**src/rtl/matrix_host_ctrl.sv**
```systemverilog
// matrix_host_ctrl
// Host-side controller for the 3x3 8-bit matrix multiplier. It collects 18
// operand bytes from a byte stream and holds them on the parallel a*/b* outputs.
// It then pulses start, waits for mm_done (or a timeout) and captures the nine
// results, which it streams out one byte at a time.
// Ports:
//   clk, reset            rising-edge clock, synchronous active-high reset
//   in_valid/in_ready/in_data     operand byte stream in (order a00..a22, b00..b22)
//   a00..a22, b00..b22    operand outputs to the multiplier
//   start                 one-cycle start pulse to the multiplier
//   mm_m1..mm_m9, mm_done multiplier results (row-major C00..C22) and done
//   out_valid/out_ready/out_data  result byte stream out (M1..M9)
//   busy                  high in every state except LOAD
//   err                   sticky timeout flag, cleared only by reset
module matrix_host_ctrl #(
  parameter int TIMEOUT = 255
) (
  input  logic       clk,
  input  logic       reset,
  input  logic       in_valid,
  input  logic [7:0] in_data,
  output logic       in_ready,
  output logic [7:0] a00, a01, a02, a10, a11, a12, a20, a21, a22,
  output logic [7:0] b00, b01, b02, b10, b11, b12, b20, b21, b22,
  output logic       start,
  input  logic [7:0] mm_m1, mm_m2, mm_m3, mm_m4, mm_m5, mm_m6, mm_m7, mm_m8, mm_m9,
  input  logic       mm_done,
  output logic       out_valid,
  output logic [7:0] out_data,
  input  logic       out_ready,
  output logic       busy,
  output logic       err
);

  typedef enum logic [1:0] {S_LOAD, S_FIRE, S_WAIT, S_DRAIN} state_t;

  // Counter only needs to reach TIMEOUT-1.
  localparam int TW = (TIMEOUT > 1) ? $clog2(TIMEOUT) : 1;

  state_t          state_q, state_d;
  logic [17:0][7:0] ops_q, ops_d;
  logic [8:0][7:0]  res_q, res_d;
  logic [4:0]       cnt_q, cnt_d;
  logic [3:0]       idx_q, idx_d;
  logic [TW-1:0]    tcnt_q, tcnt_d;
  logic             err_q, err_d;

  logic [8:0][7:0]  mm_vec;
  logic             timeout_hit;

  assign mm_vec      = {mm_m9, mm_m8, mm_m7, mm_m6, mm_m5, mm_m4, mm_m3, mm_m2, mm_m1};
  assign timeout_hit = (TIMEOUT != 0) && (tcnt_q == TW'(TIMEOUT - 1));

  always_comb begin
    state_d = state_q;
    ops_d   = ops_q;
    res_d   = res_q;
    cnt_d   = cnt_q;
    idx_d   = idx_q;
    tcnt_d  = tcnt_q;
    err_d   = err_q;
    case (state_q)
      S_LOAD: begin
        if (in_valid) begin
          ops_d[cnt_q] = in_data;
          if (cnt_q == 5'd17) begin
            cnt_d   = '0;
            state_d = S_FIRE;
          end else begin
            cnt_d = cnt_q + 5'd1;
          end
        end
      end
      S_FIRE: begin
        tcnt_d  = '0;
        state_d = S_WAIT;
      end
      S_WAIT: begin
        tcnt_d = tcnt_q + 1'b1;
        // done wins over a timeout landing in the same cycle
        if (mm_done) begin
          res_d   = mm_vec;
          state_d = S_DRAIN;
        end else if (timeout_hit) begin
          err_d   = 1'b1;
          res_d   = '0;
          state_d = S_DRAIN;
        end
      end
      S_DRAIN: begin
        if (out_ready) begin
          if (idx_q == 4'd8) begin
            idx_d   = '0;
            state_d = S_LOAD;
          end else begin
            idx_d = idx_q + 4'd1;
          end
        end
      end
      default: state_d = S_LOAD;
    endcase
  end

  always_ff @(posedge clk) begin
    if (reset) begin
      state_q <= S_LOAD;
      ops_q   <= '0;
      res_q   <= '0;
      cnt_q   <= '0;
      idx_q   <= '0;
      tcnt_q  <= '0;
      err_q   <= 1'b0;
    end else begin
      state_q <= state_d;
      ops_q   <= ops_d;
      res_q   <= res_d;
      cnt_q   <= cnt_d;
      idx_q   <= idx_d;
      tcnt_q  <= tcnt_d;
      err_q   <= err_d;
    end
  end

  assign in_ready  = (state_q == S_LOAD);
  assign start     = (state_q == S_FIRE);
  assign out_valid = (state_q == S_DRAIN);
  assign busy      = (state_q != S_LOAD);
  assign err       = err_q;
  assign out_data  = out_valid ? res_q[idx_q] : 8'h00;

  assign {b22, b21, b20, b12, b11, b10, b02, b01, b00,
          a22, a21, a20, a12, a11, a10, a02, a01, a00} = ops_q;

endmodule
```
**config.mk**
```make
export PLATFORM = sky130hd
export DESIGN_NAME = matrix_host_ctrl
export DESIGN_NICKNAME = d
export VERILOG_FILES = /design/src/rtl/matrix_host_ctrl.sv
export SDC_FILE = /design/constraint.sdc
export NUM_CORES = 1
export LEC_CHECK = 0
export ABC_AREA = 1
export BUFFER_PORTS_ARGS = -buffer_cell sky130_fd_sc_hd__clkbuf_2
export CORE_AREA = 2 2 169 171
export CTS_CLUSTER_SIZE = 12
export DETAILED_ROUTE_END_ITERATION = 7
export DIE_AREA = 0 0 171 173
export PLACE_DENSITY = 0.65
export SLEW_MARGIN = 5
export SYNTH_ARGS = -nofsm -noshare
export SYNTH_HDL_FRONTEND = slang
export SYNTH_SLANG_ARGS = --single-unit
```
**constraint.sdc**
```tcl
create_clock -name clk -period 1.7 [get_ports clk]
set_input_delay 0.51 -clock clk [delete_from_list [all_inputs] [get_ports clk]]
set_output_delay 0.51 -clock clk [all_outputs]
set_load 0.02 [all_outputs]
```
==> impl_metrics.json, run 1 <==
{
  "outcome": "finished, violations left",
  "violations": "setup timing",
  "setup_violations": 11,
  "dieWidth_um": 171,
  "maxCapViolations": 0,
  "tightest_slew_ns": 0.613,
  "path_class": "register to primary output",
  "cts_made_buffers": 26,
  "cts_tree": "yes",
  "clock-sinks": 236,
  "fin_ws_ns": -0.617,
  "cp.required_ns": 1.19,
  "drtPass1Iterations": 5,
  "yosys-top-cells-area": "dfxtp_1 (49%), nor2_1 (12%), nand2_1 (12%), o21ai_0 (7.8%), a21oi_1 (4.8%)",
  "synth_area_sq_um": 9590,
  "drt_iter0_markers": 495,
  "synth_top_area_share_pct": 49.3,
  "nFillCells": 2708,
  "initial_core_util_pct": 34.7,
  "design.core.area_sq_um": 27600,
  "htree_levels": 1,
  "period_needed_ns": 2.32,
  "yosys_warnings": 0,
  "drcViolationCount": 0,
  "row_count": 61,
  "grt.total_usage_pct": 19.5,
  "numPortBuffers": 241,
  "worst_path_max_delay_cell": "dfxtp_4",
  "grt_pass1_wl_um": 46600,
  "io_pins": 242,
  "worstPathArrival_ns": 1.81,
  "syn_area_per_cell_sq_um": 7.27,
  "finalCritPeriodShare_pct": 136,
  "syn_inst": 1319,
  "ant_nets": 0,
  "critPathMaxFanout": 10,
  "grt_max_degree": 66,
  "multi_input_area_sq_um": 4590,
  "finalCoreUtilization_pct": 47.5,
  "insertion_delay_ns": 0.53,
  "n_antenna_cell": 0,
  "endpoint_kind": "primary output",
  "clk_transition_reported_paths_ns": 0.06,
  "yosysSeqAreaShare_pct": 49.3,
  "grt_overflow": 0,
  "maxSlewViolCount": 0,
  "synth.largest_area_cell": "dfxtp_1",
  "first_global_vias": 8837,
  "dpl.hpwl_um": 20500,
  "die_area_sq_um": 29600,
  "path_cells": "inv_8 -> buf_16 -> nand2_1 -> nand3_1 -> nand3_1 -> nand3_2 -> a21oi_4 -> buf_8",
  "routed_wl_um": 30800,
  "syn-num-nets": 1417,
  "cpPeakStageDelay_ns": 0.42,
  "ys_ff_latch": 236,
  "vias": 9486,
  "final_nets": 1698,
  "postCtsHoldBufs": 0,
  "startpoint_type": "register",
  "dieHeight_um": 173,
  "grt_setup_unrepaired": "yes",
  "area_growth_pct": 36.9,
  "power_density_nw_per_um2": 1150,
  "fin_skew_ns": 0.0146,
  "drive_above_1_share_pct": 29.7,
  "root_buffer": "clkbuf_16",
  "regArea_sq_um": 4740,
  "min_path_type": "input port to register",
  "slew_headroom_pct": 59.1,
  "crit_top_cell": "nand3_1",
  "power.leakage_nw": 5.94,
  "synthDistinctLibCells": 29,
  "setup_tns_ns": -5.45,
  "gp_congestion": 0.865,
  "fmax_mhz": 432,
  "ir_drop_mv": 0.923,
  "antenna_found_initial": 0,
  "hold_viol_final": 0,
  "clk_path_buf_depth": 3,
  "vias_per_cell": 4.75,
  "wl_per_cell_um": 15.4
}
-- routing by layer --
layer	up-vias	routed length, um	global-route usage (%)
met5	-	0	0
met4	0	765	6.11
met3	54	2920	6.32
met2	341	14200	31.4
met1	4339	12900	24.6
li1	4752	-	-
-- placed cells by master, fill, tap and decap left out, drive strengths merged, types with 9 or more instances in the layout --
cell type,instances
dfxtp,236
a21oi,91
nor3,9
ha,13
inv,66
nand2,303
buf,93
clkbuf,267
nor2,327
o21ai,150
nand3,41
-- flip-flops by register name (all words and copies together), names as in the netlist, 4 cells and up --
| signal | cells |
|---|---|
| a21 | 8 |
| tcnt_q | 8 |
| b02 | 8 |
| a10 | 8 |
| a00 | 8 |
| b22 | 8 |
| idx_q | 4 |
| a22 | 8 |
| b00 | 8 |
| a20 | 8 |
| b01 | 8 |
| b10 | 8 |
| b21 | 8 |
| b20 | 8 |
| a12 | 8 |
| res_q | 72 |
| cnt_q | 5 |
| b11 | 8 |
| a01 | 8 |
| a11 | 8 |
| a02 | 8 |
| b12 | 8 |
-- where the power goes --
| group | leakage (nW) | switching [mW] | total [mW] | internal, mW |
|---|---|---|---|---|
| sequential | 1.91 | 0.243 | 6.13 | 5.89 |
| clock | 0.420 | 2.24 | 5.60 | 3.36 |
| combinational | 3.61 | 2.01 | 3.40 | 1.39 |
| total | 5.94 | 4.50 | 15.1 | 10.6 |
-- synth_stat cells --
master and number:
nor3_1 7, inv_1 41, nor4_1 1, clkbuf_8 7, buf_2 13, nor2_1 310, o21ai_0 150, buf_1 10
xor2_1 2, nand2_2 3, nor3_2 1, nand3_1 40, clkbuf_1 39, dfxtp_1 236, a31o_2 1, ha_1 13
nand2_4 2, inv_2 27, nand2_1 298, buf_4 1, a31oi_1 1, inv_4 1, nor4_4 1, nand4_1 3
a21oi_1 91, nor2_4 17, nand3_4 1, nor3_4 1, o21a_1 1
-- layout make-up --
class	count	share of cell area (%)
Sequential cell	236	36.1
Clock inverter	8	0.686
Multi-Input combinational cell	944	34.9
Inverter	69	2.28
Clock buffer	37	5.74
Tap cell	378	3.60
Timing Repair Buffer	323	16.6
-- stage by stage --
step,setup slack (ns),cells,hold slack (ns),total power [mW],area (sq um)
after floorplan,-0.00521,1319,0.439,7.97,9720
after global placement,-0.136,1906,0.450,8.83,11400
after detailed placement,-0.170,1906,0.457,8.87,11400
after CTS,-0.634,1965,0.186,14.9,12700
after global routing,-0.709,1995,0.204,15.8,13100
final,-0.617,1995,0.218,15.1,13100
-- worst max-delay path: cells and delay by family (launching register included) --
family	cells	cell delay, ns
buffers and inverters	3	0.33
AND/OR/NAND/NOR	4	0.36
flip-flops	1	0.42
AO/OA/AOI/OAI	1	0.17
-- kinds of logic (layout without fill, tap and decap cells) --
kind of cell | count (synthesis) | in the layout | synth area share [%]
AND/OR/NAND/NOR | 685 | 685 | 29.6
buffers and inverters | 139 | 437 | 6.41
XOR/XNOR | 2 | 2 | 0.183
adder cells (fa/ha/maj) | 13 | 13 | 1.70
flip-flops | 236 | 236 | 49.3
AO/OA/AOI/OAI | 244 | 244 | 12.8
-- what timing repair did --
action,in CTS,in global routing
gates resized for setup,83,61
endpoints found under the setup margin,21,220
gates cloned,3,2
pin swaps,28,28
endpoints found under the hold margin,0,0
setup buffers,11,29
-- final timing paths --
kind	cells after the start	slack, ns	end	from
max reg2reg	11	0.04	b22[1]$_SDFFE_PP0P_	state_q[1]$_SDFFE_PP0P_
max	8	-0.62	out_data[7]	idx_q[0]$_SDFFE_PP0P_
min reg2reg	2	0.46	res_q[53]$_SDFFE_PP0P_	res_q[53]$_SDFFE_PP0P_
min	3	0.22	res_q[60]$_SDFFE_PP0P_	mm_m8[4]
(Power assumes the default switching activity.)
==> run 2, diff against run 1 <==
Settings changed: CORE_AREA 2 2 169 171 to 2 2 161 179, DIE_AREA 0 0 171 173 to 0 0 163 181.
==> impl_metrics.json, run 2 (synthesized netlist as in run 1, its figures left out) <==
{
  "fin_skew_ns": 0.0205,
  "path_cells": "inv_8 -> buf_16 -> nand2_1 -> nand2_1 -> nand2_1 -> nand3_2 -> nand3_2 -> a21oi_4 -> buf_8",
  "violations": "setup timing",
  "whs_ns": 0.218,
  "worst_path_max_delay_cell": "dfxtp_4",
  "vias_per_cell": 4.83,
  "clk_transition_reported_paths_ns": 0.06,
  "grt_overflow": 0,
  "maxSlewViolCount": 0,
  "cts_tree": "yes",
  "clock-sinks": 236,
  "grt.total_usage_pct": 19.6,
  "maxCapViolations": 0,
  "dpl.hpwl_um": 20800,
  "outcome": "finished, violations left",
  "antenna_found_initial": 1,
  "cts_made_buffers": 26,
  "root_buffer": "clkbuf_16",
  "design.core.area_sq_um": 27600,
  "ant_nets": 0,
  "min_path_type": "input port to register",
  "gp_congestion": 0.934,
  "drive_above_1_share_pct": 31.7,
  "insertion_delay_ns": 0.52,
  "n_antenna_cell": 0,
  "wl_per_cell_um": 15.8,
  "slew_headroom_pct": 57.1,
  "grt_max_degree": 74,
  "clk_path_buf_depth": 3,
  "largest_register_ff_count": 72,
  "htree_levels": 1,
  "crit_top_cell": "nand2_1",
  "drcViolationCount": 0,
  "first_global_vias": 9005,
  "cp.required_ns": 1.19,
  "path_class": "register to primary output",
  "regArea_sq_um": 4740,
  "mostFrequentLayoutCells": "nand2_1 (290), nor2_1 (282), dfxtp_1 (230), clkbuf_2 (229), o21ai_0 (102)",
  "postCtsHoldBufs": 0,
  "multi_input_area_sq_um": 4700,
  "io_pins": 242,
  "critPathMaxFanout": 9,
  "cpPeakStageDelay_ns": 0.38,
  "final_nets": 1702,
  "startpoint_type": "register",
  "grt_setup_unrepaired": "yes",
  "nFillCells": 2670,
  "dieHeight_um": 181,
  "place_inst": 1895,
  "crit_family": "flip-flops",
  "initial_core_util_pct": 34.7,
  "period_needed_ns": 2.29,
  "tightest_slew_ns": 0.643,
  "drt_iter0_markers": 596,
  "power.leakage_nw": 6.00,
  "ir_drop_mv": 0.953,
  "layout_commonest_cell": "nand2_1",
  "numPortBuffers": 241,
  "power_density_nw_per_um2": 1160,
  "setup_violations": 24,
  "fin_ws_ns": -0.591,
  "routed_wl_um": 31300,
  "die_area_sq_um": 29500,
  "fin_cells": 1982,
  "fmax_mhz": 437,
  "drtPass1Iterations": 7,
  "vias": 9577,
  "finalCritPeriodShare_pct": 135,
  "worstPathArrival_ns": 1.78,
  "row_count": 64,
  "grt_pass1_wl_um": 47000,
  "regMostFlops": "res_q",
  "hold_viol_final": 0,
  "dieWidth_um": 163,
  "endpoint_kind": "primary output",
  "finalCoreUtilization_pct": 48.6,
  "area_growth_pct": 39.9,
  "crit_buf_inv": 3
}
run 2: changes by cell type in the layout (fill, tap and decap cells not counted), sizes merged:
cell      delta
buf          -1
bufinv       +1
clkbuf       +3
clkinv       -4
clkinvlp     +1
nor2         +2
run 2: cell type report:
cell class / count / share of cell area (%)
Sequential cell: 236 / 35.3
Multi-Input combinational cell: 946 / 35.0
Clock buffer: 37 / 5.84
Timing Repair Buffer: 325 / 17.3
Inverter: 69 / 2.36
Clock inverter: 6 / 0.802
Tap cell: 363 / 3.38
run 2: worst min-delay path: stages:
cell	delay [ns]
clkbuf_2	0.08
nand2_1	0.05
a21oi_1	0.05
run 2: per-stage QoR:
stage | worst slack [ns] | instance area, sq um | total power [mW] | TNS [ns]
final | -0.591 | 13400 | 15.6 | -5.54
after CTS | -0.611 | 12900 | 15.4 | -5.92
after floorplan | -0.00521 | 9720 | 7.97 | -0.0348
after global routing | -0.677 | 13400 | 16.3 | -10.52
after global placement | -0.137 | 11500 | 8.85 | -0.956
after detailed placement | -0.167 | 11500 | 8.89 | -1.25
run 2: per-layer routing:
| metal | track usage (%) | wire (um) |
|---|---|---|
| met2 | 33.8 | 15100 |
| met4 | 5.45 | 740 |
| met5 | 0 | 0 |
| met1 | 23.9 | 12900 |
| met3 | 5.58 | 2600 |
run 2: final timing paths:
path,start,end,slack (ns),cells after the start
worst max-delay path,idx_q[0]$_SDFFE_PP0P_,out_data[0],-0.59,9
worst min-delay path,mm_m6[6],res_q[46]$_SDFFE_PP0P_,0.22,3
worst max register to register,state_q[0]$_SDFFE_PP0P_,a02[2]$_SDFFE_PP0P_,-0.03,12
worst min register to register,res_q[33]$_SDFFE_PP0P_,res_q[33]$_SDFFE_PP0P_,0.46,2
run 2: timing repair:
action                     CTS  global route
gates cloned                 1             6
setup endpoints to repair   45           179
buffers inserted            19            19
resized for setup           85           145
pin swaps                   19            26
run 2: power breakdown:
part	internal [mW]	total, mW	switching, mW	leakage [nW]
Clock	3.62	5.85	2.23	0.437
Combinational	1.52	3.64	2.12	3.65
Sequential	5.89	6.13	0.242	1.91
==> run 3, diff against run 2 <==
Settings changed: ABC_AREA 1 to unset, CORE_AREA 2 2 161 179 to 2 2 162 180, DIE_AREA 0 0 163 181 to 0 0 164 182.
==> impl_metrics.json, run 3 <==
{
  "power_density_nw_per_um2": 929,
  "r2r_slack_ns": -0.53,
  "first_global_vias": 8456,
  "clk_path_buf_depth": 3,
  "layout_commonest_cell": "dfxtp_1",
  "largest_register_ff_count": 72,
  "syn-num-nets": 1144,
  "vias": 8728,
  "synthAdderAreaFrac_pct": 1.68,
  "htree_levels": 1,
  "routed_wl_um": 30900,
  "violations": "setup timing",
  "yosysSeqAreaShare_pct": 48.8,
  "combinationalPowerShare_pct": 13.5,
  "r2r-end": "a11[2]$_SDFFE_PP0P_",
  "startpoint_type": "register",
  "switchingPower_mw": 3.19,
  "wl_per_cell_um": 18.0,
  "finalCritPeriodShare_pct": 157,
  "gp_congestion": 0.866,
  "place_inst": 1635,
  "min_from": "mm_m6[1]",
  "swShare_pct": 24.8,
  "postCtsHoldBufs": 0,
  "synthArstFlopShare_pct": 0,
  "period_needed_ns": 2.66,
  "synth_edf_count": 0,
  "total_power_mw": 12.9,
  "grt.total_usage_pct": 18.9,
  "synth.largest_area_cell": "dfxtp_1",
  "outcome": "finished, violations left",
  "endpoint_kind": "primary output",
  "grt_pass1_wl_um": 45100,
  "ys.flop_type": "dfxtp_1",
  "clk_transition_reported_paths_ns": 0.06,
  "design.core.area_sq_um": 28200,
  "drt_iter0_markers": 496,
  "antenna_found_initial": 0,
  "fin_cells": 1720,
  "initial_core_util_pct": 34.3,
  "root_buffer": "clkbuf_16",
  "synth_top_area_share_pct": 48.8,
  "synthMostInstantiatedCell": "dfxtp_1",
  "setup_tns_ns": -57.92,
  "grt_setup_unrepaired": "yes",
  "reg2regPathDepth": 13,
  "setup_violations": 218,
  "fin_skew_ns": 0.00824,
  "dieHeight_um": 182,
  "fin_ws_ns": -0.961,
  "mostFrequentLayoutCells": "dfxtp_1 (233), clkbuf_2 (230), nor2_1 (160), mux2i_1 (147), nand2_1 (66)",
  "die_area_sq_um": 29800,
  "ir_drop_mv": 0.720,
  "synth-xor-area-share_pct": 0.634,
  "hold_viol_final": 0,
  "area_growth_pct": 43.0,
  "cts_tree": "yes",
  "yosys-top-cells-area": "dfxtp_1 (49%), mux2i_1 (16%), nor2_1 (6.2%), a21oi_1 (4.7%), nand2_1 (3.1%)",
  "yosys-top-cells-count": "dfxtp_1 (236), nor2_1 (160), mux2i_1 (152)",
  "ant_nets": 0,
  "synth_area_sq_um": 9680,
  "synthDistinctLibCells": 51,
  "grt_max_degree": 46,
  "whs_ns": 0.209,
  "yosys_warnings": 0,
  "maxCapViolations": 0,
  "fmax_mhz": 376,
  "vias_per_cell": 5.07,
  "cts_made_buffers": 26,
  "intPower_mw": 9.67,
  "synth_mux_area_share_pct": 16.7,
  "min_to": "res_q[41]$_SDFFE_PP0P_",
  "grt_overflow": 0,
  "whs_path_depth": 3,
  "critPathMaxFanout": 14,
  "drtPass1Iterations": 5,
  "drcViolationCount": 0,
  "power_frac_seq_pct": 44.2,
  "numPortBuffers": 241,
  "worstPathArrival_ns": 2.15,
  "ys_ff_latch": 236,
  "synth_compound_area_share_pct": 12.0,
  "insertion_delay_ns": 0.53,
  "syn_inst": 1046,
  "power.leakage_nw": 5.88,
  "tightest_slew_ns": 0.586,
  "design_area_sq_um": 13800,
  "slew_headroom_pct": 60.8,
  "nFillCells": 2633,
  "regMostFlops": "res_q",
  "pwr-share-clk_pct": 42.3,
  "io_pins": 242,
  "path_class": "register to primary output",
  "drive_above_1_share_pct": 37.5,
  "reg2reg_from": "state_q[0]$_SDFFE_PP0P_",
  "final_nets": 1435,
  "clock-sinks": 236,
  "row_count": 65,
  "dieWidth_um": 164,
  "synth_top_family_by_area": "multiplexers",
  "post_dp_cell_area_sq_um": 11800,
  "min_path_type": "input port to register",
  "syn_area_per_cell_sq_um": 9.25,
  "maxSlewViolCount": 0,
  "n_antenna_cell": 0,
  "synthSimpleGateAreaFrac_pct": 15.6,
  "dpl.hpwl_um": 20000,
  "cp.required_ns": 1.19
}
==> run 3: timing repair <==
item	4_1_cts	5_1_grt
gates resized for setup	84	90
buffers inserted	15	20
cloned	2	12
pin swaps	22	25
setup endpoints to repair	148	231
==> run 3: kinds of logic after synthesis <==
kind of cell / after synthesis
simple gates: 321
flops: 236
compound gates: 206
mux: 160
buf+inv: 103
fa+ha+maj: 13
xor+xnor: 7
==> run 3: critical path: stages (launching register included) <==
cell      delay [ns]
dfxtp_2         0.35
buf_12          0.14
mux2_2          0.35
a221oi_2        0.22
a21oi_1         0.12
a32o_2          0.29
clkbuf_2        0.15
==> run 3: how the worst max path moves through the flow <==
stage                                startpoint           to  slack (ns)  cells after the start
after floorplan           idx_q[0]$_SDFFE_PP0P_  out_data[6]       -0.27                      6
after global placement    idx_q[0]$_SDFFE_PP0P_  out_data[1]       -0.46                      6
after detailed placement  idx_q[0]$_SDFFE_PP0P_  out_data[1]       -0.46                      6
after CTS                 idx_q[0]$_SDFFE_PP0P_  out_data[1]       -0.96                      6
after global routing      idx_q[0]$_SDFFE_PP0P_  out_data[1]       -1.03                      6
final                     idx_q[0]$_SDFFE_PP0P_  out_data[3]       -0.96                      6
==> run 3: final cells by class <==
class                           instances  area (sq um)  share of cell area (%)
Clock inverter                          6          63.8                   0.461
Tap cell                              368           460                    3.33
Timing Repair Buffer                  356          2820                    20.4
Clock buffer                           37           753                    5.44
Sequential cell                       236          4730                    34.2
Inverter                               10          55.1                   0.398
Multi-Input combinational cell        707          4960                    35.8
==> run 3: power by group through the flow <==
| stage | sequential [mW] | clock (mW) | combinational (mW) |
|---|---|---|---|
| 3_3_place_gp | 5.79 | 0 | 1.25 |
| 4_1_cts | 5.68 | 5.55 | 1.49 |
| 5_1_grt | 5.69 | 5.76 | 1.85 |
| 2_1_floorplan | 5.85 | 0 | 0.639 |
| 3_5_place_dp | 5.79 | 0 | 1.25 |
| 6_report | 5.68 | 5.44 | 1.74 |
==> run 3: metal layers <==
metal / GRT usage [%] / vias up / wire, um
li1: - / 4167 / -
met1: 22.4 / 4175 / 12500
met2: 32.9 / 337 / 15300
met3: 5.64 / 49 / 2490
met4: 5.37 / 0 / 627
met5: 0 / - / 0
==> run 3: metrics by stage <==
step / worst slack [ns] / utilization [%]
global placement: -0.457 / 41.9
detailed placement: -0.460 / 41.9
finish: -0.961 / 49.0
floorplan: -0.272 / -
global route: -1.03 / 49.0
CTS: -0.957 / 46.6
